--- src/rtl/signed_mul8_seq_pkg.sv ---
// Shared types and helpers for the sequential signed shift-add multiplier.
// Holds the FSM state encoding, the default signed range constants and the
// range check that decides overflow.
package mul_pkg;

  typedef enum logic [1:0] {
    IDLE = 2'd0,
    RUN  = 2'd1,
    DONE = 2'd2
  } state_e;

  // Signed range of the default 8-bit configuration.
  localparam int SMAX8 = 127;
  localparam int SMIN8 = -128;

  // Largest value representable in w signed bits.
  function automatic int smax(input int w);
    return (1 << (w - 1)) - 1;
  endfunction

  // Smallest value representable in w signed bits.
  function automatic int smin(input int w);
    return -(1 << (w - 1));
  endfunction

  // True when v fits in a w-bit two's-complement value.
  // The 32-bit argument holds the full product for any width up to 16.
  function automatic logic in_srange(input logic signed [31:0] v, input int w);
    return (v >= smin(w)) && (v <= smax(w));
  endfunction

endpackage

--- src/rtl/mul_datapath_shift_add.sv ---
// Shift-and-add datapath: operand magnitudes, accumulator and iteration
// counter. Sequencing comes from the FSM in signed_mul8_seq via load_i/step_i.
module mul_datapath_shift_add
  import mul_pkg::*;
#(
  parameter int WIDTH = 8
) (
  input  logic               clk,
  input  logic               rst_n,
  input  logic               load_i,
  input  logic               step_i,
  input  logic [WIDTH-1:0]   a_i,
  input  logic [WIDTH-1:0]   b_i,
  output logic [2*WIDTH-1:0] acc_o,
  output logic               sign_o,
  output logic               last_o
);

  localparam int CW = $clog2(WIDTH + 1);

  logic [2*WIDTH-1:0] mcand_q, mcand_d;
  logic [2*WIDTH-1:0] acc_q, acc_d;
  logic [WIDTH:0]     mplier_q, mplier_d;
  logic [CW-1:0]      cnt_q, cnt_d;
  logic               sign_q, sign_d;

  // Magnitude one bit wider than the operand so that the most negative
  // value (-2^(WIDTH-1)) has a representable absolute value.
  function automatic logic [WIDTH:0] mag(input logic [WIDTH-1:0] v);
    logic [WIDTH:0] ext;
    ext = {v[WIDTH-1], v};
    return v[WIDTH-1] ? (~ext + {{WIDTH{1'b0}}, 1'b1}) : ext;
  endfunction

  // Next-state: load fresh operands, or do one add/shift iteration.
  always_comb begin
    mcand_d  = mcand_q;
    acc_d    = acc_q;
    mplier_d = mplier_q;
    cnt_d    = cnt_q;
    sign_d   = sign_q;
    if (load_i) begin
      mcand_d  = {{(WIDTH-1){1'b0}}, mag(a_i)};
      mplier_d = mag(b_i);
      acc_d    = '0;
      cnt_d    = '0;
      sign_d   = a_i[WIDTH-1] ^ b_i[WIDTH-1];
    end else if (step_i) begin
      if (mplier_q[0]) acc_d = acc_q + mcand_q;
      mcand_d  = mcand_q << 1;
      mplier_d = mplier_q >> 1;
      cnt_d    = cnt_q + CW'(1);
    end
  end

  // Datapath state registers, cleared on reset.
  always_ff @(posedge clk or negedge rst_n) begin
    if (!rst_n) begin
      mcand_q  <= '0;
      acc_q    <= '0;
      mplier_q <= '0;
      cnt_q    <= '0;
      sign_q   <= 1'b0;
    end else begin
      mcand_q  <= mcand_d;
      acc_q    <= acc_d;
      mplier_q <= mplier_d;
      cnt_q    <= cnt_d;
      sign_q   <= sign_d;
    end
  end

  assign acc_o  = acc_q;
  assign sign_o = sign_q;
  // Final iteration is the one stepping while the counter reads WIDTH-1.
  assign last_o = step_i && (cnt_q == CW'(WIDTH - 1));

endmodule

--- src/rtl/signed_mul8_seq.sv ---
// Sequential signed WIDTH x WIDTH multiplier (no DSP), WIDTH iterations of
// shift-and-add. Returns the truncated product and an overflow flag.
// Optional build macro MUL_SATURATE_EN: on overflow, prod clamps to the
// signed max/min instead of wrapping.
module signed_mul8_seq
  import mul_pkg::*;
#(
  parameter int WIDTH = 8
) (
  input  logic             clk,
  input  logic             rst_n,
  input  logic             start,
  input  logic [WIDTH-1:0] a,
  input  logic [WIDTH-1:0] b,
  output logic             busy,
  output logic             done,
  output logic [WIDTH-1:0] prod,
  output logic             ovf
);

  if (WIDTH < 2 || WIDTH > 16) begin : g_bad_width
    $error("signed_mul8_seq: WIDTH must be in 2..16");
  end

  state_e             state_q;
  logic               busy_q, done_q, ovf_q;
  logic [WIDTH-1:0]   prod_q;

  logic               load, step, last, sign;
  logic [2*WIDTH-1:0] acc;
  logic signed [2*WIDTH-1:0] full;
  logic signed [31:0] full32;
  logic               ovf_d;
  logic [WIDTH-1:0]   prod_d;

  assign load = (state_q == IDLE) && start;
  assign step = (state_q == RUN);

  mul_datapath_shift_add #(.WIDTH(WIDTH)) u_dp (
    .clk    (clk),
    .rst_n  (rst_n),
    .load_i (load),
    .step_i (step),
    .a_i    (a),
    .b_i    (b),
    .acc_o  (acc),
    .sign_o (sign),
    .last_o (last)
  );

  // Reapply the sign to the magnitude product; -0 stays 0.
  assign full   = sign ? -$signed(acc) : $signed(acc);
  assign full32 = 32'(full);
  assign ovf_d  = !in_srange(full32, WIDTH);

  // Result selection: wrapped low bits, or clamped when saturation is built in.
  always_comb begin
    prod_d = full[WIDTH-1:0];
`ifdef MUL_SATURATE_EN
    if (ovf_d) prod_d = sign ? {1'b1, {(WIDTH-1){1'b0}}} : {1'b0, {(WIDTH-1){1'b1}}};
`endif
  end

  // Control FSM with registered handshake and result outputs.
  always_ff @(posedge clk or negedge rst_n) begin
    if (!rst_n) begin
      state_q <= IDLE;
      busy_q  <= 1'b0;
      done_q  <= 1'b0;
      prod_q  <= '0;
      ovf_q   <= 1'b0;
    end else begin
      done_q <= 1'b0;
      case (state_q)
        IDLE: begin
          if (start) begin
            state_q <= RUN;
            busy_q  <= 1'b1;
          end
        end
        RUN: begin
          if (last) state_q <= DONE;
        end
        DONE: begin
          state_q <= IDLE;
          busy_q  <= 1'b0;
          done_q  <= 1'b1;
          prod_q  <= prod_d;
          ovf_q   <= ovf_d;
        end
        default: begin
          state_q <= IDLE;
          busy_q  <= 1'b0;
        end
      endcase
    end
  end

  assign busy = busy_q;
  assign done = done_q;
  assign prod = prod_q;
  assign ovf  = ovf_q;

endmodule

--- config.mk ---
export PLATFORM = sky130hd
export DESIGN_NAME = signed_mul8_seq
export DESIGN_NICKNAME = d
export VERILOG_FILES = /design/src/rtl/signed_mul8_seq_pkg.sv /design/src/rtl/mul_datapath_shift_add.sv /design/src/rtl/signed_mul8_seq.sv
export SDC_FILE = /design/constraint.sdc
export NUM_CORES = 1
export LEC_CHECK = 0
export ABC_AREA = 1
export CORE_UTILIZATION = 64
export DETAILED_ROUTE_END_ITERATION = 8
export PLACE_DENSITY = 0.9
export RECOVER_POWER = 25
export SKIP_LAST_GASP = 1
export SYNTH_ARGS = -nofsm -noshare
export SYNTH_HDL_FRONTEND = slang
export SYNTH_HIERARCHICAL = 1
export SYNTH_SLANG_ARGS = --single-unit
--- constraint.sdc ---
create_clock -name clk -period 3.1 [get_ports clk]
set_input_delay 0.31 -clock clk [delete_from_list [all_inputs] [get_ports clk]]
set_output_delay 0.31 -clock clk [all_outputs]
set_load 0.005 [all_outputs]
* Word-level counts from Yosys, hierarchy flattened *
Index checks and enable logic that the tools add are counted.

cells by class
  equal/unequal tests = 5
  multiplexer cells = 18
  magnitude comparators = 2
  reduce and logical (&&, ||, !) cells = 10
  $add $sub $neg = 5
  bitwise logic cells = 4

operators by type and width
  operator                                                            number
  two-way mux 16 bit                                                  6
  two-way mux 9 bit                                                   4
  adder 9 x 1 -> 9 bit, second input constant                         2
  inverter 9 bit                                                      2
  adder 16 bit                                                        1
  greater-or-equal comparator 16 x 8 -> 1 bit, second input constant  1
  less-or-equal comparator 16 x 8 -> 1 bit, second input constant     1
  negation 16 bit                                                     1
  two-way mux 4 bit                                                   2
  AND reduction 2 bit                                                 3
  adder 4 x 1 -> 4 bit, second input constant                         1
  == test 4 x 3 -> 1 bit, second input constant                       1
  two-way mux 2 bit                                                   2
  != test 2 bit, second input constant                                2
  one-hot mux 2 bit (2 select lines)                                  1
  nonzero test 2 bit                                                  2
  logical AND 1 bit                                                   3
  == test 2 x 1 -> 1 bit, second input constant                       1
  == test 2 bit, second input constant                                1
  logical NOT 2 bit                                                   1
  two-way mux 1 bit                                                   2
  one-hot mux 1 bit (2 select lines)                                  1
  logical NOT 1 bit                                                   1
  inverter 1 bit                                                      1
  bitwise XOR 1 bit                                                   1

word-level totals
  logic and storage cells = 54
  register bits after elaboration = 59
  input port bits = 19
  output and inout port bits = 11

* Longest topological paths before layout *
  depth in word-level cells = 5
  depth in mapped cells = 13
  mapped depth without buffers = 13

* By module *
The synthesis kept the hierarchy.

by module, submodules not included
  module                  cells an instance  area an instance (sq um)  instances  sequential area each (sq um)
  mul_datapath_shift_add  434                3,072.9                   1          1,151.1
  signed_mul8_seq         161                992.2                     1          325.3

* Worst setup path before layout *
OpenSTA, ideal clock, no wires.

  kind = register -> register
  start = register u_dp.acc_q[0] (netlist: u_dp/acc_o[0])
  end = register u_dp.acc_q[12] (netlist: u_dp/acc_o[12])
  path slack = 1.488 ns
  stages on the path, launching flop included = 12
  clock period less this slack = 1.612 ns
  required time = 2.983 ns
  buffers on the path = 0
  data arrival time = 1.495 ns
  setup time = 0.117 ns
  path through = dfrtp_1 > ha_1 > inv_1 > fa_1 > inv_1 > nand3_1 > nand3_1 > nand3_1 > nand3_1 > nand2_1 > nand3_1 > nand2_1

on the way
  word-level cells in the longest chain between the ends = 4

ends and longest elaborated chain
  what                    RTL line                      text
  start, declared         mul_datapath_shift_add.sv:22  logic [2*WIDTH-1:0] acc_q, acc_d;
  start signal, assigned  mul_datapath_shift_add.sv:60  acc_q <= '0;
  start signal, assigned  mul_datapath_shift_add.sv:66  acc_q <= acc_d;
  adder 16 bit            mul_datapath_shift_add.sv:49  if (mplier_q[0]) acc_d = acc_q + mcand_q;
  two-way mux 16 bit      mul_datapath_shift_add.sv:49
  two-way mux 16 bit      mul_datapath_shift_add.sv:48  end else if (step_i) begin
  two-way mux 16 bit      mul_datapath_shift_add.sv:42  if (load_i) begin

Every way passes these cells. The select of a mux whose other input is x is not followed.
A chain may end at the register's enable or synchronous reset.

* Final worst setup path *
  start = register u_dp.acc_q[0] (netlist: u_dp/acc_o[0])
  end = register u_dp.acc_q[14] (netlist: u_dp/acc_o[14])

Same word-level chain as after synthesis.

==> out/metrics.cfg <==
[global_routing]
grt_usage=0.327
grt_pass1_wl_um=16300
grt_max_degree=32
grt_overflow=0
grt_pass1_vias=3786
antenna_found_initial=0

[route]
vias=3932
drc_errors=0
drt_iter0_markers=245
via_per_inst=5.56
drtAntennaViolNets=0
wl_per_cell_um=13.8
drt-pass1-iter-count=4
drt_wl_total_um=9780

[power_and_ir_drop]
seqPwrFrac=0.312
leakage_uw=0.00249
vdd_drop_max_mv=0.602
p_per_area_mw_per_mm2=954
internal-power_uw=2340
pwr-share-comb=0.528
power_switching_uw=2050
p_sw_frac=0.467
power.clock.fraction=0.160

[logic_synthesis]
synth_cells=595
synth_adder_area_share=0.0634
synth-compound-area-share=0.110
synthesis.area_mm2=0.00407
syn_nets=634
synthSimpleGateAreaFrac=0.335
synth.yosys.seq_area_share=0.363
synth_seq_cells=59
synth_top_family_by_area=simple AND/OR/NAND/NOR gates
synth_xor_area_frac=0.0215
syn_area_per_cell_um2=6.83
synth_mux_area_frac=0
synth_largest_area_cell=dfrtp_1
synth_top_cell_area_share=0.363
synth.distinct_cells=40
yosys-top-cells-area=dfrtp_1 (36%), nand2_1 (18%), inv_1 (8.4%)
synth_warnings=6

[placed_design]
post-place-ws_ps=988
place.gp.congestion=0.924
place.port_buffers=29
dp.final_hpwl_um=7290
dp_cells=692
dpl_cell_area_mm2=0.00441

[clocking]
cts_sinks=59
clockBufferDepth=2
cts_setup_buffers=0
htreeDepth=3
cts_root_buf=clkbuf_8
tritoncts=done
insertion_delay_ps=340
clkTransAtPathRegs_ps=60
cts-resized-gates=0
cts-buffers-inserted=9
postCtsHoldBufs=0

[sta]
fin_ws_ps=1150
clock.fmax_mhz=514
relSlewSlack=-0.0791
fin_setup_tns_ps=0
finalCritPeriodShare=0.628
worstMarginPinSlew_ps=1620
slew_violations=32
setup_viol=0
grt_setup_unrepaired=false
period_minus_slack_ps=1950
hold_viol=0
skew_ps=8.81

[die]
core-area_mm2=0.00603
fp.dieH_um=81.7
die-area_mm2=0.00667
die_w_um=81.7
num_io_pins=30
initial_core_util=0.675
rows=28

[critical_path]
critPathTopFamily=simple AND/OR/NAND/NOR gates
cp-end-kind=flop
r2r_slack_ps=1150
crit_buf_inv=2
arrival_ps=2180
path_max_fanout=4
cp-start-kind=flop
cp_common_cell=nand2_1
critical_path_class=reg2reg
r2r_end=u_dp/acc_o[14]
crit_required_ps=3330
critPathMaxStageDelay_ps=430
r2r_start=u_dp/acc_o[0]
slowest_stage=dfrtp_1
worstPathCellList=ha_1 > inv_1 > fa_1 > inv_1 > nand4_1 > nand2_1 > nand2_1 > nand2_1 > nand2_1 > nand3_1 > nand2_1
reg2reg_depth=11

[layout]
fillCellCount=482
n_antenna_cell=0
area_delta_synth_final_pct=13.1
instances_no_fill=707
design_area_mm2=0.00460
final_util=0.763
drive_gt1_frac=0.0554
finalNetCount=667

[min_path]
hp-class=in2async

[outcome]
outcome=finished with violations
violations=max-capacitance violations, max-slew violations

[job]
cap_violations=1

per-layer routing:
| metal | share of wire | wire [um] | GRT usage |
|---|---|---|---|
| met5 | 0 | 0 | 0 |
| met4 | 0.035 | 340 | 0.186 |
| met2 | 0.51 | 4960 | 0.594 |
| met1 | 0.42 | 4090 | 0.351 |
| met3 | 0.041 | 398 | 0.0633 |
cells in the mapped netlist, drive strengths merged:
| master | count |
|---|---|
| a21oi | 21 |
| a22o | 1 |
| a22oi | 2 |
| a31oi | 2 |
| and2 | 1 |
| and3 | 1 |
| buf | 8 |
| clkbuf | 4 |
| dfrtp | 59 |
| fa | 1 |
| ha | 19 |
| inv | 95 |
| nand2 | 198 |
| nand3 | 49 |
| nand3b | 2 |
| nand4 | 8 |
| nor2 | 56 |
| nor3 | 5 |
| o211ai | 1 |
| o21ai | 35 |
| o21bai | 2 |
| o221ai | 6 |
| o22ai | 5 |
| o311ai | 1 |
| o31ai | 1 |
| or2 | 2 |
| xnor2 | 4 |
| xor2 | 6 |
per-stage QoR:
stage	total power [uW]	hold slack [ps]
after floorplan	3040	14.4
after global placement	3510	366
after detailed placement	3630	375
after CTS	4360	9.37
after global routing	4770	496
final	4390	368
state kept, by name, summed over array words and instances (netlist names):
name	flops
u_dp/acc_o	16
state_q	2
busy	1
ovf	1
u_dp/cnt_q	4
u_dp/mplier_q	9
prod	8
u_dp/mcand_q	16
done	1
u_dp/sign_o	1
layout by cell type, fill, tap and decap left out, drive strengths merged, types with 15 or more instances in the layout:
master / instances
a21oi: 21
clkbuf: 15
clkdlybuf4s50: 28
dfrtp: 59
ha: 19
inv: 95
nand2: 198
nand3: 49
nor2: 56
o21ai: 35
area by class of cell:
| cell class | count | area, um2 | share of cell area |
|---|---|---|---|
| clock buffer | 13 | 159 | 0.0346 |
| inverter | 95 | 359 | 0.0781 |
| multi-input combinational | 429 | 2160 | 0.469 |
| sequential | 59 | 1480 | 0.321 |
| clock inverter | 2 | 35.0 | 0.00762 |
| timing repair buffer | 34 | 318 | 0.0691 |
| tap | 75 | 93.8 | 0.0204 |
cells by family after synthesis:
logic type / Yosys count
AOI/OAI and AO/OA: 77
xor gates and xnor gates: 10
adders and majority gates: 20
buffers and inverters: 107
DFF: 59
and+or+nand+nor: 322
power groups by stage:
| stage | clock (uW) | sequential [uW] | combinational (uW) |
|---|---|---|---|
| final | 702 | 1370 | 2320 |
| after global routing | 746 | 1410 | 2620 |
| after CTS | 714 | 1360 | 2290 |
| after detailed placement | 0 | 1370 | 2250 |
| after global placement | 0 | 1350 | 2160 |
| after floorplan | 0 | 1270 | 1770 |
how the worst max path moves through the flow:
stage / startpoint / cells past startpoint / slack (ps) / to
floorplan: u_dp/acc_o[0] / 11 / 1490 / u_dp/acc_o[12]
global placement: start / 11 / 1060 / u_dp/acc_o[5]
detailed placement: start / 11 / 990 / u_dp/acc_o[6]
CTS: u_dp/acc_o[0] / 11 / 1170 / u_dp/acc_o[14]
global route: u_dp/acc_o[0] / 11 / 1000 / u_dp/acc_o[12]
finish: u_dp/acc_o[0] / 11 / 1150 / u_dp/acc_o[14]
Note: power is estimated with default switching activity, not from simulation.
